[config.mk]
export PLATFORM = sky130hd
export DESIGN_NAME = decode_stage
export DESIGN_NICKNAME = d
export VERILOG_FILES = /design/src/rtl/decode_stage.sv
export SDC_FILE = /design/constraint.sdc
export NUM_CORES = 1
export LEC_CHECK = 0
export BUFFER_PORTS_ARGS = -buffer_cell sky130_fd_sc_hd__buf_2
export CAP_MARGIN = 20
export CORE_MARGIN = 8
export CORE_UTILIZATION = 50
export DETAILED_ROUTE_END_ITERATION = 7
export PLACE_DENSITY_LB_ADDON = 0.2
export SYNTH_ARGS = -nofsm -noshare
export SYNTH_HDL_FRONTEND = slang
export SYNTH_SLANG_ARGS = --single-unit
[constraint.sdc]
create_clock -name clock -period 5.9 [get_ports clock]
set_clock_uncertainty 0.05 [all_clocks]
set_input_delay 1.475 -clock clock [delete_from_list [all_inputs] [get_ports clock]]
set_output_delay 1.475 -clock clock [all_outputs]
set_load 0.01 [all_outputs]
[src/rtl/decode_stage.sv]
// decode_stage: register file with write-back bypass, immediate extension, ID/EX register.
// Define DECODE_LOAD_USE_STALL_EN to stall on load-use hazards against the ID/EX load.
module decode_stage #(
  parameter int DATA_W    = 16,
  parameter int REG_COUNT = 8,
  parameter int ADDR_W    = $clog2(REG_COUNT),
  parameter int IMM_W     = 6
) (
  input  logic              clock,
  input  logic              reset_n,
  input  logic              in_valid,
  output logic              in_ready,
  input  logic [ADDR_W-1:0] rs,
  input  logic [ADDR_W-1:0] rt,
  input  logic [ADDR_W-1:0] rd,
  input  logic [IMM_W-1:0]  imm,
  input  logic              reg_dst,
  input  logic              ext_signed,
  input  logic              reg_write_in,
  input  logic              mem_read_in,
  input  logic              wb_en,
  input  logic [ADDR_W-1:0] wb_addr,
  input  logic [DATA_W-1:0] wb_data,
  input  logic              flush,
  output logic              out_valid,
  input  logic              out_ready,
  output logic [DATA_W-1:0] read_data1,
  output logic [DATA_W-1:0] read_data2,
  output logic [DATA_W-1:0] extended_signal,
  output logic [ADDR_W-1:0] dest_addr,
  output logic              reg_write_out,
  output logic              mem_read_out,
  output logic              hazard_stall
);

  logic [DATA_W-1:0] regFile [REG_COUNT];
  logic [DATA_W-1:0] srcA;
  logic [DATA_W-1:0] srcB;
  logic [DATA_W-1:0] extImm;
  logic [ADDR_W-1:0] destSel;
  logic              accept;

  // Write-back is deliberately not gated by reset.
  always_ff @(posedge clock) begin
    if (wb_en && wb_addr != '0) begin
      regFile[wb_addr] <= wb_data;
    end
  end

  always_comb begin
    srcA = regFile[rs];
    if (rs == '0) begin
      srcA = '0;
    end else if (wb_en && wb_addr == rs) begin
      srcA = wb_data;
    end
    srcB = regFile[rt];
    if (rt == '0) begin
      srcB = '0;
    end else if (wb_en && wb_addr == rt) begin
      srcB = wb_data;
    end
  end

  assign extImm  = {{(DATA_W-IMM_W){ext_signed & imm[IMM_W-1]}}, imm};
  assign destSel = reg_dst ? rd : rt;

`ifdef DECODE_LOAD_USE_STALL_EN
  assign hazard_stall = out_valid && mem_read_out
                     && (dest_addr != '0) && in_valid
                     && ((dest_addr == rs) || (dest_addr == rt));
`else
  assign hazard_stall = 1'b0;
`endif

  assign in_ready = (!out_valid || out_ready) && !hazard_stall;
  assign accept   = in_valid && in_ready;

  always_ff @(posedge clock) begin
    if (!reset_n) begin
      out_valid       <= 1'b0;
      read_data1      <= '0;
      read_data2      <= '0;
      extended_signal <= '0;
      dest_addr       <= '0;
      reg_write_out   <= 1'b0;
      mem_read_out    <= 1'b0;
    end else if (flush) begin
      out_valid <= 1'b0;
    end else if (accept) begin
      out_valid       <= 1'b1;
      read_data1      <= srcA;
      read_data2      <= srcB;
      extended_signal <= extImm;
      dest_addr       <= destSel;
      reg_write_out   <= reg_write_in;
      mem_read_out    <= mem_read_in;
    end else if (out_ready && out_valid) begin
      out_valid <= 1'b0;
    end
  end

endmodule

==> results of run 1 <==
==> final timing paths <==
check	from	endpoint	slack [ps]
worst min register to register	read_data1[12]	read_data1[12]	390
worst max register to register	out_valid	read_data2[3]	3710
worst max-delay path	out_ready	in_ready	2430
worst min-delay path	read_data1[12]	read_data1[12]	390
==> logic make-up (layout without fill, tap and decap cells) <==
family | Yosys count | in the layout | synth area share, %
AO/OA/AOI/OAI | 77 | 77 | 6.99
buffers and inverters | 43 | 142 | 3.86
flip-flops | 173 | 173 | 60.8
XOR/XNOR | 6 | 6 | 0.673
other | 1 | 17 | 0.0480
AND/OR/NAND/NOR | 103 | 103 | 6.57
multiplexers | 99 | 99 | 21.1
==> tightest hold or removal path: stages, from the launching register on <==
cell	delay, ps
dfxtp_1	310
nand2_1	50
o21ai_1	50
==> registers in the layout, indices dropped and copies added (netlist names) <==
| register | count |
|---|---|
| dest_addr | 3 |
| out_valid | 1 |
| reg_write_out | 1 |
| extended_signal | 7 |
| read_data1 | 16 |
| regFile | 128 |
| mem_read_out | 1 |
| read_data2 | 16 |
==> layout make-up <==
type	count	area (µm²)
Fill cell	1189	6270
Sequential cell	173	4740
Multi-Input combinational cell	302	2830
Timing Repair Buffer	109	573
Clock buffer	21	450
Tap cell	211	264
Clock inverter	11	118
Inverter	1	3.75
==> placed cells by master (no fill, tap or decap), drive strengths merged, types with 4 or more instances in the layout <==
cell type / count
edfxtp: 128
buf: 109
mux4: 52
nand2: 47
mux2i: 47
dfxtp: 45
nor2: 36
clkbuf: 21
o21ai: 21
conb: 17
a221o: 16
a21oi: 10
a21boi: 9
xnor2: 6
a22o: 5
o22ai: 5
clkinv: 5
nand2b: 4
a31oi: 4
==> through the flow <==
stage                     cell area [µm²]  total power [µW]
final                                8980              2730
after global placement               8420              1670
after detailed placement             8420              1680
after global routing                 8980              2820
after floorplan                      7870              1590
after CTS                            8980              2750
==> power groups by stage <==
stage | Combinational (µW) | Sequential [µW] | Clock [µW]
finish | 268 | 1390 | 1070
global route | 291 | 1390 | 1140
CTS | 270 | 1390 | 1090
detailed placement | 269 | 1410 | 0
global placement | 262 | 1410 | 0
floorplan | 175 | 1410 | 0
==> metal layers <==
metal,vias up,global-route usage [%]
li1,2158,-
met1,2418,22.9
met2,204,32.5
met3,34,5.81
met4,0,7.58
met5,-,0
==> flow_summary.toml, run 1 <==
[clock_network]
post_cts_buffers = 0
path_clk_slew_ps = 60
clock-sinks = 173
clkLatencyLatePin_ps = 430
ctsLongestPathBuffers = 2
cts_buffers = 17
post_cts_resized = 0
htree_levels = 4
hold_buffers = 0
cts_tree = "yes"
clock-root-buffer = "clkbuf_16"

[grt]
antenna_found_initial = 0
grt_pass1_wl_mm = 28.8
grt_max_degree = 39
grt-ovfl-total = 0
grt.total_usage_pct = 19.3
grt_pass1_vias = 5026

[synth]
netlist_area_um2 = 7810
yosysTopAreaCell = "edfxtp_1"
synth_cell_types = 47
ys_top_cells_by_count = "128 x edfxtp_1, 51 x mux4_2, 47 x mux2i_1, 47 x nand2_1, 45 x dfxtp_1"
synth.most_common_cell = "edfxtp_1"
netlist_top_cells_area = "edfxtp_1 49%, mux4_2 15%, dfxtp_1 12%"
postSynthCellCount = 502
async_flop_share_pct = 0
ys.flop_type = "edfxtp_1"
synth_edf_count = 128
syn_avg_cell_area_um2 = 15.6
yosys.area.top_type_share_pct = 49.2
synth_seq_cells = 173
yosys_warnings = 0
ys_seq_area_share_pct = 60.8

[setup_path]
path_depth = 4
slowest_stage = "nor2b_4"
worst_path_largest_cell_delay_ps = 150
end_kind = "output pin"
cp.arrival_ps = 1950
crit_top_cell = "buf_2"
crit_family = "buffers and inverters"
critPathBufInv = 3
r2r_cells = 5
cp-start-kind = "primary input"
critPathRequiredTime_ps = 4380
path_class = "primary input to output pin"
path_max_fanout = 3
crit_chain = "buf_2 -> nor2b_4 -> inv_2 -> buf_2"

[power]
leakage_uw = 0.00340
p_clk_share_pct = 39.3
swShare_pct = 22.6
combPwrFrac_pct = 9.8
p_int_uw = 2110
seq_power_share_pct = 50.9
power.density_nw_per_um2 = 304
ir_worst_vdd_v = 0.000258
switching_power_uw = 617

[hold_path]
worstHoldPathCells = 2
hold_class = "flip-flop to flip-flop"

[sta]
hold_ws_ps = 392
finalSetupViolations = 0
hold_viol = 0
period_share_pct = 58.9
setup_ws_ps = 2430
min_period_ps = 3470
clock.fmax_mhz = 288
worst_slew_pin_slew_ps = 1100
tns_ps = 0
slew_violations = 0
max-slew-margin-rel_pct = 26.3
rsz0062_at_grt = "no"

[floorplanning]
die_y_um = 141
num_rows = 45
io_pins = 100
dieArea_um2 = 19900
core_area_um2 = 15300
dieWidth_um = 141
initial_core_util_pct = 51.2

[route]
route.met3.wl_mm = 1.50
wl_mm = 18.6
wl_per_cell_um = 22.5
drtPass1Iterations = 5
postRouteAntennaNets = 0
dr.first_iter.drc_count = 395
wl_met1_mm = 7.43
drcViolationCount = 0
post_drt_via_cell_ratio = 5.81
wl_met2_mm = 9.26
top_layer_used = "met4"
num_vias = 4814

[status]
status = "complete, no violations"

[placement]
routabilityCongestion = 0.822
port-buffer-count = 98
post-dp-hpwl_mm = 11.6
dp_slack_ps = 2130
dp.cells = 796

[layout]
layout.nets = 648
utilization_pct = 58.9
layout-drive-gt1-share_pct = 32.1
area.growth.synth_to_final_pct = 15.1
layout.cells.non_filler = 828
insertedDiodeCount = 0

[job]
drv_cap = 0
Note: power is estimated with default switching activity, not from simulation.
==> run 2: changes to the inputs <==
==> constraint.sdc (replaced) <==
create_clock -name clock -period 3.1 [get_ports clock]
set_clock_uncertainty 0.05 [all_clocks]
set_input_delay 0.775 -clock clock [delete_from_list [all_inputs] [get_ports clock]]
set_output_delay 0.775 -clock clock [all_outputs]
set_load 0.01 [all_outputs]
==> flow_summary.toml, run 2 (same netlist as run 1, synthesis figures left out) <==
[status]
status = "complete, no violations"

[route]
num_vias = 4844
drtPass1Iterations = 5
wl_per_cell_um = 21.8
wl_mm = 18.3
drcViolationCount = 0
postRouteAntennaNets = 0
dr.first_iter.drc_count = 385
post_drt_via_cell_ratio = 5.79

[sta]
hold_viol = 0
tns_ps = 0
worst_slew_pin_slew_ps = 631
rsz0062_at_grt = "no"
min_period_ps = 2170
finalSetupViolations = 0
max-slew-margin-rel_pct = 57.7
slew_violations = 0
clock.fmax_mhz = 461
period_share_pct = 70.0

[clock_network]
path_clk_slew_ps = 60
clkLatencyLatePin_ps = 430
htree_levels = 4
clock-sinks = 173
post_cts_buffers = 0
cts_buffers = 17
post_cts_resized = 0
ctsLongestPathBuffers = 2
hold_buffers = 0
cts_tree = "yes"
clock-root-buffer = "clkbuf_16"

[power]
ir_worst_vdd_v = 0.000366
seq_power_share_pct = 50.7
switching_power_uw = 1170
p_int_uw = 4030
p_clk_share_pct = 39.3
swShare_pct = 22.6
combPwrFrac_pct = 9.9
total_power_uw = 5200
leakage_uw = 0.00345
power.density_nw_per_um2 = 573

[setup_path]
end_kind = "flip-flop"
r2r_start = "out_valid"
crit_chain = "buf_2 -> buf_4 -> nand2b_1 -> nor2_1 -> a21oi_1 -> a31oi_1 -> a22o_1"
critPathBufInv = 2
path_max_fanout = 17
cp.arrival_ps = 2490
slowest_stage = "buf_2"
critPathRequiredTime_ps = 3420
worst_path_largest_cell_delay_ps = 380
path_class = "primary input to flip-flop"
cp-start-kind = "primary input"
crit_family = "buffers and inverters"
critPathLaunch = "rs[2]"

[layout]
area.growth.synth_to_final_pct = 16.2
mostFrequentLayoutCells = "128 x edfxtp_1, 98 x buf_2, 51 x mux4_2"
design_area_um2 = 9070
largest_reg_flops = 128
final_common_cell = "edfxtp_1"
regMostFlops = "regFile"
fillers = 1170
layout.nets = 657
layout-drive-gt1-share_pct = 33.2
reg_top3 = "regFile x128, read_data1 x16, read_data2 x16"
insertedDiodeCount = 0
utilization_pct = 59.4

[grt]
grt_pass1_wl_mm = 28.5
grt_pass1_vias = 5101
grt.total_usage_pct = 19.0
antenna_found_initial = 0
grt-ovfl-total = 0
grt_max_degree = 36

[floorplanning]
die_y_um = 141
initial_core_util_pct = 51.2
core_area_um2 = 15300
num_rows = 45
io_pins = 100
dieWidth_um = 141
dieArea_um2 = 19900

[job]
drv_cap = 0

[hold_path]
hold_class = "flip-flop to flip-flop"
min_from = "read_data1[7]"

[placement]
post-dp-hpwl_mm = 11.8
placed_area_um2 = 8500
port-buffer-count = 98
routabilityCongestion = 0.788
-- run 2: layout make-up --
type                       count  area (µm²)  area share (%)
clock inverter                12         120            1.32
inverter                       1        3.75          0.0414
clock buffer                  20         447            4.92
timing repair buffer         118         666            7.34
sequential                   173        4740            52.3
multi-input combinational    302        2830            31.1
tap                          211         264            2.91
-- run 2: metrics by stage --
stage               cells  hold WS, ps  worst slack [ps]
finish                837          395               929
global route          837          414               815
CTS                   837          398               949
detailed placement    805          390               510
global placement      805          385               566
floorplan             518          420               643
-- run 2: worst reg2reg max path, delay by kind of cell (launching register included) --
family | cells | cell delay, ps
simple gates | 4 | 1120
compound gates | 1 | 260
flops | 1 | 310
-- run 2: per-layer routing --
metal	part of all wire [%]	vias up	GRT usage [%]
met1	41	2448	22.4
met2	51	187	32.9
met4	2.0	0	7.47
li1	-	2180	-
met5	0	-	0
met3	6.8	29	4.59
-- run 2: worst paths after layout --
check / end / slack [ps] / cells after the start
setup / recovery: read_data1[1] / 930 / 7
setup reg to reg: read_data2[0] / 1310 / 5
hold / removal: read_data1[7] / 400 / 2
hold reg to reg: read_data1[7] / 400 / 2
-- run 2: power groups by stage --
stage	combinational (µW)	sequential, µW	clock (µW)
finish	517	2640	2040
global route	559	2650	2180
CTS	523	2640	2070
detailed placement	520	2690	0
global placement	509	2680	0
floorplan	333	2690	0
==> run 3: changes to the inputs <==
--- a/config.mk
+++ b/config.mk
@@ -5,6 +5,7 @@
 export SDC_FILE = /design/constraint.sdc
 export NUM_CORES = 1
 export LEC_CHECK = 0
+export ABC_AREA = 1
 export BUFFER_PORTS_ARGS = -buffer_cell sky130_fd_sc_hd__buf_2
 export CAP_MARGIN = 20
 export CORE_MARGIN = 8
==> constraint.sdc (replaced) <==
create_clock -name clock -period 2 [get_ports clock]
set_clock_uncertainty 0.05 [all_clocks]
set_input_delay 0.5 -clock clock [delete_from_list [all_inputs] [get_ports clock]]
set_output_delay 0.5 -clock clock [all_outputs]
set_load 0.01 [all_outputs]
==> flow_summary.toml, run 3 <==
[placement]
post-dp-hpwl_mm = 16.5
dp_slack_ps = -37.7
port-buffer-count = 98
routabilityCongestion = 0.886

[setup_path]
r2r_start = "out_valid"
cp.arrival_ps = 2040
cp-start-kind = "flip-flop"
path_class = "flip-flop to flip-flop"
critPathRequiredTime_ps = 2300
rrSetupSlack_ps = 260
path_max_fanout = 16
end_kind = "flip-flop"
r2r_cells = 7
r2r-end = "read_data2[2]"

[clock_network]
clock-root-buffer = "clkbuf_16"
clock-sinks = 173
cts_buffers = 17
clkLatencyLatePin_ps = 430
cts_tree = "yes"
post_cts_buffers = 0
path_clk_slew_ps = 60
htree_levels = 4
ctsLongestPathBuffers = 2
hold_buffers = 0
post_cts_resized = 0

[synth]
postSynthCellCount = 1032
yosys.area.top_type_share_pct = 44.9
yosys_warnings = 0
ys_top_cells_by_count = "374 x nand2_1, 257 x nand3_1, 128 x edfxtp_1, 51 x inv_1, 45 x dfxtp_1"
synth_seq_cells = 173
netlist_top_cells_area = "edfxtp_1 45%, nand2_1 16%, nand3_1 15%"
synth_edf_count = 128
ys_seq_area_share_pct = 55.4
synth.most_common_cell = "nand2_1"
netlist_area_um2 = 8570
synth_cell_types = 24
syn_avg_cell_area_um2 = 8.30
yosysTopAreaCell = "edfxtp_1"
async_flop_share_pct = 0
ys.flop_type = "edfxtp_1"

[power]
p_clk_share_pct = 38.1
leakage_uw = 0.00441
power.density_nw_per_um2 = 835
seq_power_share_pct = 48.7
ir_worst_vdd_v = 0.000667
combPwrFrac_pct = 13.2
swShare_pct = 26.1
switching_power_uw = 2190
p_int_uw = 6200
total_power_uw = 8390

[grt]
antenna_found_initial = 1
grt_max_degree = 41
grt.total_usage_pct = 23.9
grt_pass1_wl_mm = 40.2
grt-ovfl-total = 0
grt_pass1_vias = 7099

[floorplanning]
num_rows = 48
io_pins = 100
dieWidth_um = 147
initial_core_util_pct = 50.4
die_y_um = 147
core_area_um2 = 17000
dieArea_um2 = 21600

[sta]
min_period_ps = 1740
rsz0062_at_grt = "no"
hold_ws_ps = 197
clock.fmax_mhz = 576
setup_ws_ps = 264
finalSetupViolations = 0
max-slew-margin-rel_pct = 44.0
period_share_pct = 86.8
worst_slew_pin_slew_ps = 839
slew_violations = 0
hold_viol = 0

[route]
postRouteAntennaNets = 0
dr.first_iter.drc_count = 1060
num_vias = 7731
drtPass1Iterations = 5
drcViolationCount = 0
wl_met1_mm = 10.7
route.met3.wl_mm = 2.93
wl_mm = 26.0
wl_met2_mm = 11.7
post_drt_via_cell_ratio = 5.64
wl_per_cell_um = 19.0
top_layer_used = "met5"

[job]
drv_cap = 0

[layout]
area.growth.synth_to_final_pct = 17.3
largest_reg_flops = 128
layout.nets = 1176
mostFrequentLayoutCells = "374 x nand2_1, 257 x nand3_1, 128 x edfxtp_1"
regMostFlops = "regFile"
reg_top3 = "regFile x128, read_data1 x16, read_data2 x16"
final_common_cell = "nand2_1"
layout-drive-gt1-share_pct = 16.8

[hold_path]
min_from = "flush"
hold_class = "primary input to flip-flop"
worstHoldPathCells = 2
holdPathEnd = "out_valid"

[status]
status = "complete, no violations"
==> run 3: worst max-delay path by stage <==
stage                          start            end  slack (ps)  cells after the start
after floorplan           wb_addr[0]  regFile[4][0]         180                      3
after global placement         flush  read_data2[2]          20                      8
after detailed placement       flush  read_data2[2]         -40                      8
after CTS                  out_valid  read_data2[2]         280                      7
after global routing       out_valid   dest_addr[1]         140                      6
final                      out_valid  read_data2[2]         260                      7
==> run 3: cells by family after synthesis <==
kind of cell / Yosys count / synth area share [%]
other: 1 / 0.0438
and+or+nand+nor: 672 / 34.3
AOI/OAI and AO/OA: 51 / 3.01
buffers and inverters: 135 / 7.31
DFF: 173 / 55.4
==> run 3: area by class of cell <==
class                           count  area (µm²)
Multi-Input combinational cell    740        3260
Tap cell                          225         282
Timing Repair Buffer              139         948
Clock inverter                     15         150
Sequential cell                   173        4740
Fill cell                        1480        6950
Antenna cell                        1        2.50
Clock buffer                       17         425
Inverter                           61         234
==> run 3: power groups by stage <==
stage	Clock, µW	Combinational [µW]	Sequential [µW]
after global placement	0	1070	4160
after global routing	3380	1210	4100
after detailed placement	0	1080	4160
after CTS	3230	1090	4090
after floorplan	0	634	4170
final	3200	1100	4090
==> run 3: through the flow <==
step	TNS [ps]	util (%)	cell area, µm²	std cells
5_1_grt	0	59.1	10000	1371
3_3_place_gp	0	55.7	9470	1338
6_report	0	59.1	10000	1371
4_1_cts	0	59.1	10000	1370
2_1_floorplan	0	-	8630	1048
3_5_place_dp	-58.4	55.7	9470	1338
==> run 3: layer usage <==
metal / vias to the layer above / global-route usage (%)
met3: 55 / 6.06
met1: 3581 / 31.9
met2: 486 / 36.4
li1: 3607 / -
met4: 2 / 9.69
met5: - / 2.61
==> run 3: worst max-delay path, stage by stage, from the launching register on <==
cell,delay (ps)
dfxtp_1,310
nand2_1,110
nand2_2,110
nor2_2,670
nand2_1,140
inv_1,80
nand2_1,50
a21oi_1,140
